`src/rtl/id_pkg.sv`:
```
// Shared decode definitions for the ID stage: opcodes, EXE/branch/memory codes,
// the control bundle and the opcode decoder.
package id_pkg;

  localparam logic [5:0] OP_NOP  = 6'd0;
  localparam logic [5:0] OP_ADD  = 6'd1;
  localparam logic [5:0] OP_SUB  = 6'd3;
  localparam logic [5:0] OP_AND  = 6'd5;
  localparam logic [5:0] OP_OR   = 6'd6;
  localparam logic [5:0] OP_NOR  = 6'd7;
  localparam logic [5:0] OP_XOR  = 6'd8;
  localparam logic [5:0] OP_SLA  = 6'd9;
  localparam logic [5:0] OP_SLL  = 6'd10;
  localparam logic [5:0] OP_SRA  = 6'd11;
  localparam logic [5:0] OP_SRL  = 6'd12;
  localparam logic [5:0] OP_ADDI = 6'd32;
  localparam logic [5:0] OP_SUBI = 6'd33;
  localparam logic [5:0] OP_LD   = 6'd36;
  localparam logic [5:0] OP_ST   = 6'd37;
  localparam logic [5:0] OP_BEZ  = 6'd40;
  localparam logic [5:0] OP_BNE  = 6'd41;
  localparam logic [5:0] OP_JMP  = 6'd42;

  localparam logic [3:0] EXE_ADD = 4'b0000;
  localparam logic [3:0] EXE_SUB = 4'b0010;
  localparam logic [3:0] EXE_AND = 4'b0100;
  localparam logic [3:0] EXE_OR  = 4'b0101;
  localparam logic [3:0] EXE_NOR = 4'b0110;
  localparam logic [3:0] EXE_XOR = 4'b0111;
  localparam logic [3:0] EXE_SLL = 4'b1000;
  localparam logic [3:0] EXE_SRA = 4'b1001;
  localparam logic [3:0] EXE_SRL = 4'b1010;

  localparam logic [1:0] BR_NONE = 2'b00;
  localparam logic [1:0] BR_BEZ  = 2'b01;
  localparam logic [1:0] BR_BNE  = 2'b10;
  localparam logic [1:0] BR_JMP  = 2'b11;

  localparam logic [1:0] MEM_NONE = 2'b00;
  localparam logic [1:0] MEM_RD   = 2'b10;
  localparam logic [1:0] MEM_WR   = 2'b01;

  typedef struct packed {
    logic       wb;
    logic [1:0] mem;
    logic [1:0] br;
    logic [3:0] cmd;
    logic       is_imm;
    logic       uses_rt;
  } ctrl_t;

  // Register-register ALU op: writes back and reads rt.
  function automatic ctrl_t alu_rr(input logic [3:0] cmd);
    ctrl_t c;
    c = '0;
    c.wb      = 1'b1;
    c.cmd     = cmd;
    c.uses_rt = 1'b1;
    return c;
  endfunction

  function automatic ctrl_t decode(input logic [5:0] op);
    ctrl_t c;
    c = '0;
    case (op)
      OP_ADD:  c = alu_rr(EXE_ADD);
      OP_SUB:  c = alu_rr(EXE_SUB);
      OP_AND:  c = alu_rr(EXE_AND);
      OP_OR:   c = alu_rr(EXE_OR);
      OP_NOR:  c = alu_rr(EXE_NOR);
      OP_XOR:  c = alu_rr(EXE_XOR);
      OP_SLA,
      OP_SLL:  c = alu_rr(EXE_SLL);
      OP_SRA:  c = alu_rr(EXE_SRA);
      OP_SRL:  c = alu_rr(EXE_SRL);
      OP_ADDI: begin c.wb = 1'b1; c.cmd = EXE_ADD; c.is_imm = 1'b1; end
      OP_SUBI: begin c.wb = 1'b1; c.cmd = EXE_SUB; c.is_imm = 1'b1; end
      OP_LD:   begin c.wb = 1'b1; c.mem = MEM_RD; c.is_imm = 1'b1; end
      OP_ST:   begin c.mem = MEM_WR; c.is_imm = 1'b1; c.uses_rt = 1'b1; end
      OP_BEZ:  begin c.br = BR_BEZ; c.is_imm = 1'b1; end
      OP_BNE:  begin c.br = BR_BNE; c.is_imm = 1'b1; c.uses_rt = 1'b1; end
      OP_JMP:  begin c.br = BR_JMP; c.is_imm = 1'b1; end
      default: c = '0;
    endcase
    return c;
  endfunction

endpackage

```
`src/rtl/regfile_bypass.sv`:
```
// Two-read one-write register file with same-cycle write-through bypass.
// Indices at or above NREGS read 0 and drop writes; R0 is constant 0 when R0_ZERO.
module regfile_bypass #(
  parameter int XLEN    = 32,
  parameter int NREGS   = 32,
  parameter int R0_ZERO = 1
) (
  input  logic            clk,
  input  logic            rst,
  input  logic [4:0]      i_rd_idx_a,
  input  logic [4:0]      i_rd_idx_b,
  input  logic            i_wr_en,
  input  logic [4:0]      i_wr_idx,
  input  logic [XLEN-1:0] i_wr_data,
  output logic [XLEN-1:0] o_rd_a,
  output logic [XLEN-1:0] o_rd_b
);

  logic [XLEN-1:0] r_regs [32];

  // True for indices that hold real, writable state.
  function automatic logic idx_live(input logic [4:0] idx);
    return ({1'b0, idx} < 6'(NREGS)) && !((R0_ZERO != 0) && (idx == 5'd0));
  endfunction

  function automatic logic [XLEN-1:0] rd_port(input logic [4:0] idx, input logic wr_en,
                                              input logic [4:0] wr_idx,
                                              input logic [XLEN-1:0] wr_data,
                                              input logic [XLEN-1:0] stored);
    if (!idx_live(idx)) return '0;
    if (wr_en && (wr_idx == idx)) return wr_data;
    return stored;
  endfunction

  assign o_rd_a = rd_port(i_rd_idx_a, i_wr_en, i_wr_idx, i_wr_data, r_regs[i_rd_idx_a]);
  assign o_rd_b = rd_port(i_rd_idx_b, i_wr_en, i_wr_idx, i_wr_data, r_regs[i_rd_idx_b]);

  always_ff @(posedge clk) begin
    if (rst) begin
      for (int i = 0; i < 32; i++) r_regs[i] <= XLEN'(i);
    end else if (i_wr_en && idx_live(i_wr_idx)) begin
      r_regs[i_wr_idx] <= i_wr_data;
    end
  end

endmodule

```
`src/rtl/id_stage_pipe.sv`:
```
// Instruction-decode stage with register file, load-use hazard detection and
// the ID/EX pipeline register feeding EXE.
module id_stage_pipe
  import id_pkg::*;
#(
  parameter int XLEN    = 32,
  parameter int NREGS   = 32,
  parameter int R0_ZERO = 1
) (
  input  logic            clk,
  input  logic            rst,
  input  logic [31:0]     instr_i,
  input  logic [XLEN-1:0] pc_i,
  input  logic            freeze_i,
  input  logic            flush_i,
  input  logic            wb_en_i,
  input  logic [4:0]      wb_dest_i,
  input  logic [XLEN-1:0] wb_data_i,
  output logic            stall_o,
  output logic            valid_o,
  output logic            wb_en_o,
  output logic [1:0]      mem_sig_o,
  output logic [1:0]      br_type_o,
  output logic [3:0]      exe_cmd_o,
  output logic [XLEN-1:0] val1_o,
  output logic [XLEN-1:0] val2_o,
  output logic [XLEN-1:0] st_val_o,
  output logic [XLEN-1:0] pc_o,
  output logic [4:0]      dest_o,
  output logic [4:0]      src1_o,
  output logic [4:0]      src2_o
);

  logic [5:0]      w_op;
  logic [4:0]      w_rs;
  logic [4:0]      w_rt;
  logic [4:0]      w_rd;
  logic [15:0]     w_imm16;
  logic [XLEN-1:0] w_imm_ext;
  logic [XLEN-1:0] w_rs_val;
  logic [XLEN-1:0] w_rt_val;
  ctrl_t           w_ctrl;
  logic            w_hz;
  logic            w_bubble;

  assign w_op      = instr_i[31:26];
  assign w_rs      = instr_i[25:21];
  assign w_rt      = instr_i[20:16];
  assign w_rd      = instr_i[15:11];
  assign w_imm16   = instr_i[15:0];
  assign w_imm_ext = {{(XLEN-16){w_imm16[15]}}, w_imm16};
  assign w_ctrl    = decode(w_op);

  regfile_bypass #(
    .XLEN    (XLEN),
    .NREGS   (NREGS),
    .R0_ZERO (R0_ZERO)
  ) u_rf (
    .clk        (clk),
    .rst        (rst),
    .i_rd_idx_a (w_rs),
    .i_rd_idx_b (w_rt),
    .i_wr_en    (wb_en_i),
    .i_wr_idx   (wb_dest_i),
    .i_wr_data  (wb_data_i),
    .o_rd_a     (w_rs_val),
    .o_rd_b     (w_rt_val)
  );

  // Load in ID/EX whose result the decoding instruction needs. A load to R0
  // never stalls. The bubble it inserts clears the condition next cycle.
  assign w_hz = valid_o & mem_sig_o[1] & (dest_o != 5'd0) &
                ((dest_o == w_rs) | (w_ctrl.uses_rt & (dest_o == w_rt)));

  // stall_o holds PC and IF/ID; a taken branch squashes the decode instead.
  assign stall_o  = w_hz & ~flush_i;
  assign w_bubble = rst | (~freeze_i & (flush_i | w_hz));

  always_ff @(posedge clk) begin
    if (w_bubble) begin
      valid_o   <= 1'b0;
      wb_en_o   <= 1'b0;
      mem_sig_o <= MEM_NONE;
      br_type_o <= BR_NONE;
      exe_cmd_o <= '0;
      val1_o    <= '0;
      val2_o    <= '0;
      st_val_o  <= '0;
      pc_o      <= '0;
      dest_o    <= '0;
      src1_o    <= '0;
      src2_o    <= '0;
    end else if (!freeze_i) begin
      valid_o   <= 1'b1;
      wb_en_o   <= w_ctrl.wb;
      mem_sig_o <= w_ctrl.mem;
      br_type_o <= w_ctrl.br;
      exe_cmd_o <= w_ctrl.cmd;
      val1_o    <= w_rs_val;
      val2_o    <= w_ctrl.is_imm ? w_imm_ext : w_rt_val;
      st_val_o  <= w_rt_val;
      pc_o      <= pc_i;
      dest_o    <= w_ctrl.is_imm ? w_rt : w_rd;
      src1_o    <= w_rs;
      src2_o    <= w_ctrl.uses_rt ? w_rt : 5'd0;
    end
  end

endmodule

```
`config.mk`:
```
export PLATFORM = sky130hd
export DESIGN_NAME = id_stage_pipe
export DESIGN_NICKNAME = d
export VERILOG_FILES = /design/src/rtl/id_pkg.sv /design/src/rtl/regfile_bypass.sv /design/src/rtl/id_stage_pipe.sv
export SDC_FILE = /design/constraint.sdc
export NUM_CORES = 2
export LEC_CHECK = 0
export ABC_AREA = 0
export CAP_MARGIN = 20
export CORE_AREA = 10 10 332 334
export DETAILED_ROUTE_END_ITERATION = 6
export DIE_AREA = 0 0 342 344
export PLACE_DENSITY = 0.81
export SKIP_CTS_REPAIR_TIMING = 1
export SLEW_MARGIN = 20
export SYNTH_ARGS = -nofsm -noshare
export SYNTH_HDL_FRONTEND = slang
export SYNTH_SLANG_ARGS = --single-unit
```
`constraint.sdc`:
```
create_clock -name clk -period 6.3 [get_ports clk]
set_input_delay 1.26 -clock clk [delete_from_list [all_inputs] [get_ports clk]]
set_output_delay 1.26 -clock clk [all_outputs]
set_load 0.01 [all_outputs]
```
# Word-level counts from Yosys, hierarchy flattened
# Memories as Yosys holds them, arrays and structs flattened.
# Cells that the tools add are included.
dict set report word_totals {
  elab_cells 90
  output_inout_bits 154
  input_bits 106
  mem_bits_rw 1024
  memories 1
  regBits 153
}
dict set report classes {
  reduce_logical 14
  n_eq_ne 21
  bitwise_logic 11
  n_mux 31
}
# memory depth width read_ports rd_ports_with_merged_regs write_ports line_no
set memory_table {}
lappend memory_table {u_rf.r_regs 32 32 2 0 32 regfile_bypass.sv:19} ;# logic [XLEN-1:0] r_regs [32];
# op count
set op_table {}
lappend op_table {{2-to-1 mux 32 bit} 10}
lappend op_table {{equality test 6 bit (second input constant)} 7}
lappend op_table {{one-hot mux 4 bit (8 select lines)} 1}
lappend op_table {{OR reduction 32 bit} 1}
lappend op_table {{equality test 6 x 4 -> 1 bit (second input constant)} 5}
lappend op_table {{equality test 5 bit} 4}
lappend op_table {{equality test 6 x 3 -> 1 bit (second input constant)} 3}
lappend op_table {{logical NOT 5 bit} 3}
lappend op_table {{2-to-1 mux 1 bit} 15}
lappend op_table {{2-to-1 mux 5 bit} 3}
lappend op_table {{OR reduction 13 bit} 1}
lappend op_table {{OR reduction 12 bit} 1}
lappend op_table {{OR reduction 7 bit} 1}
lappend op_table {{bitwise AND 1 bit} 6}
lappend op_table {{equality test 6 x 1 -> 1 bit (second input constant)} 1}
lappend op_table {{equality test 6 x 2 -> 1 bit (second input constant)} 1}
lappend op_table {{one-hot mux 2 bit (3 select lines)} 1}
lappend op_table {{nonzero test 5 bit} 1}
lappend op_table {{one-hot mux 2 bit (2 select lines)} 1}
lappend op_table {{OR reduction 2 bit} 2}
lappend op_table {{logical AND 1 bit} 3}
lappend op_table {{bitwise OR 1 bit} 3}
lappend op_table {{inverter 1 bit} 2}
lappend op_table {{logical NOT 1 bit} 1}

# Depth between registers and ports, before layout
dict set report depth {
  depth_word 9
  ltp_mapped 11
  depth_no_buf 7
}

# By module
# From an unflattened synthesis, not the netlist that was laid out.
dict set report unflattened {
  cells_unflattened 4441
  hier_area_um2 62244.7
}
# mod area_per_inst_um2 cells_each seq_area_each_um2 instances
set by_module_without_submodules {}
lappend by_module_without_submodules {regfile_bypass 55383.1 3812 30749.5 1}
lappend by_module_without_submodules {id_stage_pipe 6861.6 629 3062.9 1}

# Worst setup path before layout
# Ideal clock, no wire load.
dict set report synth_timing {
  kind {input-to-output}
  from {input port instr_i[31]}
  to {output port stall_o}
  slack_ns 2.604
  arrival_ns 2.436
  cell_stages 6
  t_required_ns 5.040
  path_buffers 1
  path_cell_list {buf_6 -> and3b_1 -> nor2_1 -> a211oi_4 -> a41oi_1 -> nor3_1}
}
dict set report synth_via {
  elab_chain_len 7
  elab_cells_between_ends 18
  classes_between {eq/ne: 12; mux: 1; bitwise: 4; reduce/logical: 1}
}
# element line_no
set synth_lines {}
lappend synth_lines {{start, declared} id_stage_pipe.sv:12} ;# input logic [31:0] instr_i,
lappend synth_lines {{equality test 6 x 4 -> 1 bit, or another cell as far along} id_pkg.sv:65} ;# case (op)
lappend synth_lines {{OR reduction 12 bit (no line) *} -}
lappend synth_lines {{2-to-1 mux 1 bit *} id_pkg.sv:65}
lappend synth_lines {{bitwise AND 1 bit *} id_stage_pipe.sv:73} ;# ((dest_o == w_rs) | (w_ctrl.uses_rt & (dest_o == w_rt)));
lappend synth_lines {{bitwise OR 1 bit *} id_stage_pipe.sv:73}
lappend synth_lines {{bitwise AND 1 bit *} id_stage_pipe.sv:72} ;# assign w_hz = valid_o & mem_sig_o[1] & (dest_o != 5'd0) &
lappend synth_lines {{bitwise AND 1 bit *} id_stage_pipe.sv:76} ;# assign stall_o = w_hz & ~flush_i;
lappend synth_lines {{end, declared} id_stage_pipe.sv:19} ;# output logic stall_o,
# Mark *: on every way between the ends. The rest lies on a longest branch, timed or not.

# Final worst setup path
dict set report layout_timing {
  from {input port instr_i[27]}
  to {output port stall_o}
}
# Same word-level chain as after synthesis.

==> reports/qor.yml <==
global_route:
  grt_max_degree: 122
  grt_pass1_vias: 42360
  grt.overflow.total: 0
  grt_pass1_wl_mm: 303.7
  antenna_found_initial: 16
  grt_util_all_layers: 0.3582
pwr:
  p_comb_frac: 0.126
  seqPwrFrac: 0.477
  swShare: 0.2526
  power.leakage_uw: 0.02445
  intPower_uw: 14430
  cellPowerDensity_nw_per_um2: 276.4
  ir_worst_vdd_mv: 0.2213
  pwr-share-clk: 0.397
  p_switching_uw: 4875
setup_path:
  worstPathArrival_ps: 3780
  path_cells: "clkdlybuf4s50_1, and3b_1, nor2_1, a211oi_4, a41oi_1, nor3_1, clkdlybuf4s50_1"
  cp_max_fo: 14
  path_class: "input port to primary output"
  worst-r2r-cell-count: 5
  startpoint: "instr_i[27]"
  crit_path_start_kind: "input port"
  cp_slowest_cell: "clkdlybuf4s50_1"
  worstPathRequired_ps: 5040
  end_kind: "primary output"
  path_common_cell: "clkdlybuf4s50_1"
  crit_cells: 7
  slowest_delay_ps: 790
  cpLargestDelayFamily: "buffers and inverters"
  critPathBufInv: 2
  timing.rr.start: "dest_o[0]"
floorplan:
  die_x_um: 342
  die_h_um: 344
  pin_count: 260
  initial_core_util: 0.5958
  coreArea_um2: 103200
  die-area_um2: 117600
  num_rows: 118
sta:
  finClkSkew_ps: 40.94
  min_period_ps: 5038
  final_max_slew_viol_count: 0
  hold_slack_ps: 469.4
  fmax_mhz: 198.5
  period_share: 0.7997
  hold_viol: 0
  tightest_slew_ps: 1267
  setup_viol: 0
  rsz0062_at_grt: "false"
  setup_tns_ps: 0
  maxSlewHeadroom: 0.1555
clock_network:
  root_buffer: "clkbuf_16"
  clk_pin_slew_ps: 60
  cts.path.max_buffers: 3
  clock_sinks: 1177
  cts_made_buffers: 130
  clkLatencyLatePin_ps: 770
  cts_tree: "yes"
  h-tree-depth: 4
routing:
  drt_pass1_iterations: 6
  via_count: 43750
  drt_wl_total_mm: 214.5
  drtIter0Drc: 8293
  ant_nets: 0
  drc: 0
  viasPerCell: 7.319
  avgRoutedWirePerCell_um: 35.89
synthesis:
  synth_edf_count: 1024
  async_flop_share: 0
  syn_area_um2: 61490
  syn_inst: 4378
  synth_seq_cells: 1177
  synthDistinctLibCells: 57
  yosys_warnings: 0
  yosysSeqAreaShare: 0.5499
  syn_avg_cell_area_um2: 14.04
  synth_ff_type: "edfxtp_1"
cells_and_area:
  area_growth_pct: 13.58
  fin_area_um2: 69830
  final_cell_mix: "edfxtp_1 (1024), and2_1 (928), mux4_2 (439)"
  nets: 4566
  drive_gt1_frac: 0.2011
  utilization: 0.6767
  layout_commonest_cell: "edfxtp_1"
  stdcell_count: 5977
placement:
  dp_cells: 5708
  globalplace.congestion: 0.9190
  post_dp_cell_area_um2: 65520
  dp_hpwl_mm: 123.5
  port_buffers: 259
worst_hold_path:
  holdPathStages: 2
  worstHoldStart: "val2_o[7]"
  hp-class: "flip-flop to flip-flop"
run_status:
  status: "completed"
run:
  maxCapViolations: 0
==> flip-flops by register name, indices dropped and copies added, names as in the netlist <==
name and cells:
val1_o 32, valid_o 1, st_val_o 32, src2_o 5, br_type_o 2, pc_o 32, src1_o 5, mem_sig_o 2
u_rf.r_regs 1024, dest_o 5, exe_cmd_o 4, val2_o 32, wb_en_o 1
==> kinds of logic after synthesis <==
| kind of cell | Yosys count | synth area share |
|---|---|---|
| AND/OR/NAND/NOR | 1376 | 0.1313 |
| multiplexers | 831 | 0.2256 |
| buffers and inverters | 494 | 0.03370 |
| flip-flops | 1177 | 0.5499 |
| AO/OA/AOI/OAI | 478 | 0.05651 |
| other | 1 | 0.00006099 |
| XOR/XNOR | 21 | 0.002991 |
==> routing by layer <==
metal	GRT usage	wire [um]	vias to the layer above	share of wire
li1	-	-	16890	-
met1	0.4551	69490	21390	0.32
met2	0.5333	95070	4562	0.44
met3	0.1300	36910	903	0.17
met4	0.1995	13020	2	0.061
met5	0	13	-	0.000061
==> worst min-delay path, cell delays in order, from the launching register on <==
cell and delay (ps):
dfxtp_1 310, inv_1 40, a2111oi_0 70
==> final timing paths <==
path                                     to  slack (ps)
worst max-delay path                stall_o        1260
worst min-delay path              val2_o[7]         470
worst max register to register  st_val_o[1]        3420
worst min register to register    val2_o[7]         470
==> power by group through the flow <==
stage | Combinational, uW | Sequential (uW) | Clock, uW
final | 2430 | 9210 | 7660
after global routing | 2490 | 9240 | 7940
after CTS | 2360 | 9190 | 7640
after detailed placement | 2350 | 9350 | 0
after global placement | 2310 | 9320 | 0
after floorplan | 1450 | 9250 | 0
==> through the flow <==
step / setup slack [ps] / power, uW
final: 1262 / 19300
after global routing: 1089 / 19680
after detailed placement: 1294 / 11700
after global placement: 1323 / 11630
after CTS: 1283 / 19190
after floorplan: 2604 / 10700
==> synth_stat cells (5+ instances only) <==
library cell	number	area share
edfxtp_1	1024	0.50
and2_1	929	0.095
mux4_2	439	0.16
mux2i_1	346	0.056
clkbuf_1	336	0.021
nor2_1	155	0.0095
dfxtp_1	153	0.050
a22oi_1	108	0.013
buf_2	99	0.0081
or3_1	82	0.0083
a211oi_1	78	0.0095
a21oi_1	65	0.0053
nor3_1	54	0.0044
a2bb2oi_1	48	0.0068
mux2_2	46	0.0084
nand3_1	41	0.0033
o21ai_0	36	0.0029
a22o_1	34	0.0048
o21a_1	33	0.0040
or2_2	33	0.0034
nand2_1	28	0.0017
buf_1	21	0.0013
inv_1	19	0.0012
o22ai_1	18	0.0018
a31oi_1	17	0.0017
and3_1	17	0.0017
a2111oi_0	15	0.0021
a221o_1	15	0.0024
buf_4	13	0.0016
xor2_1	13	0.0019
nor2b_1	9	0.00092
xnor2_1	8	0.0011
buf_6	6	0.0011
nand2b_1	6	0.00061
nand3b_1	6	0.00073
nor4_1	5	0.00051
==> area by class of cell <==
type                    count  area, um2
diodes                     33      82.58
clock buffers             175       3674
clock inverters            61      584.3
fillers                  6812      33370
inverters                  19      71.32
multi-input cells        2738      26050
flip-flops and latches   1177      33810
well taps                1380       1727
repair buffers            394       3832
No activity file was read; power rests on OpenSTA's default activity.
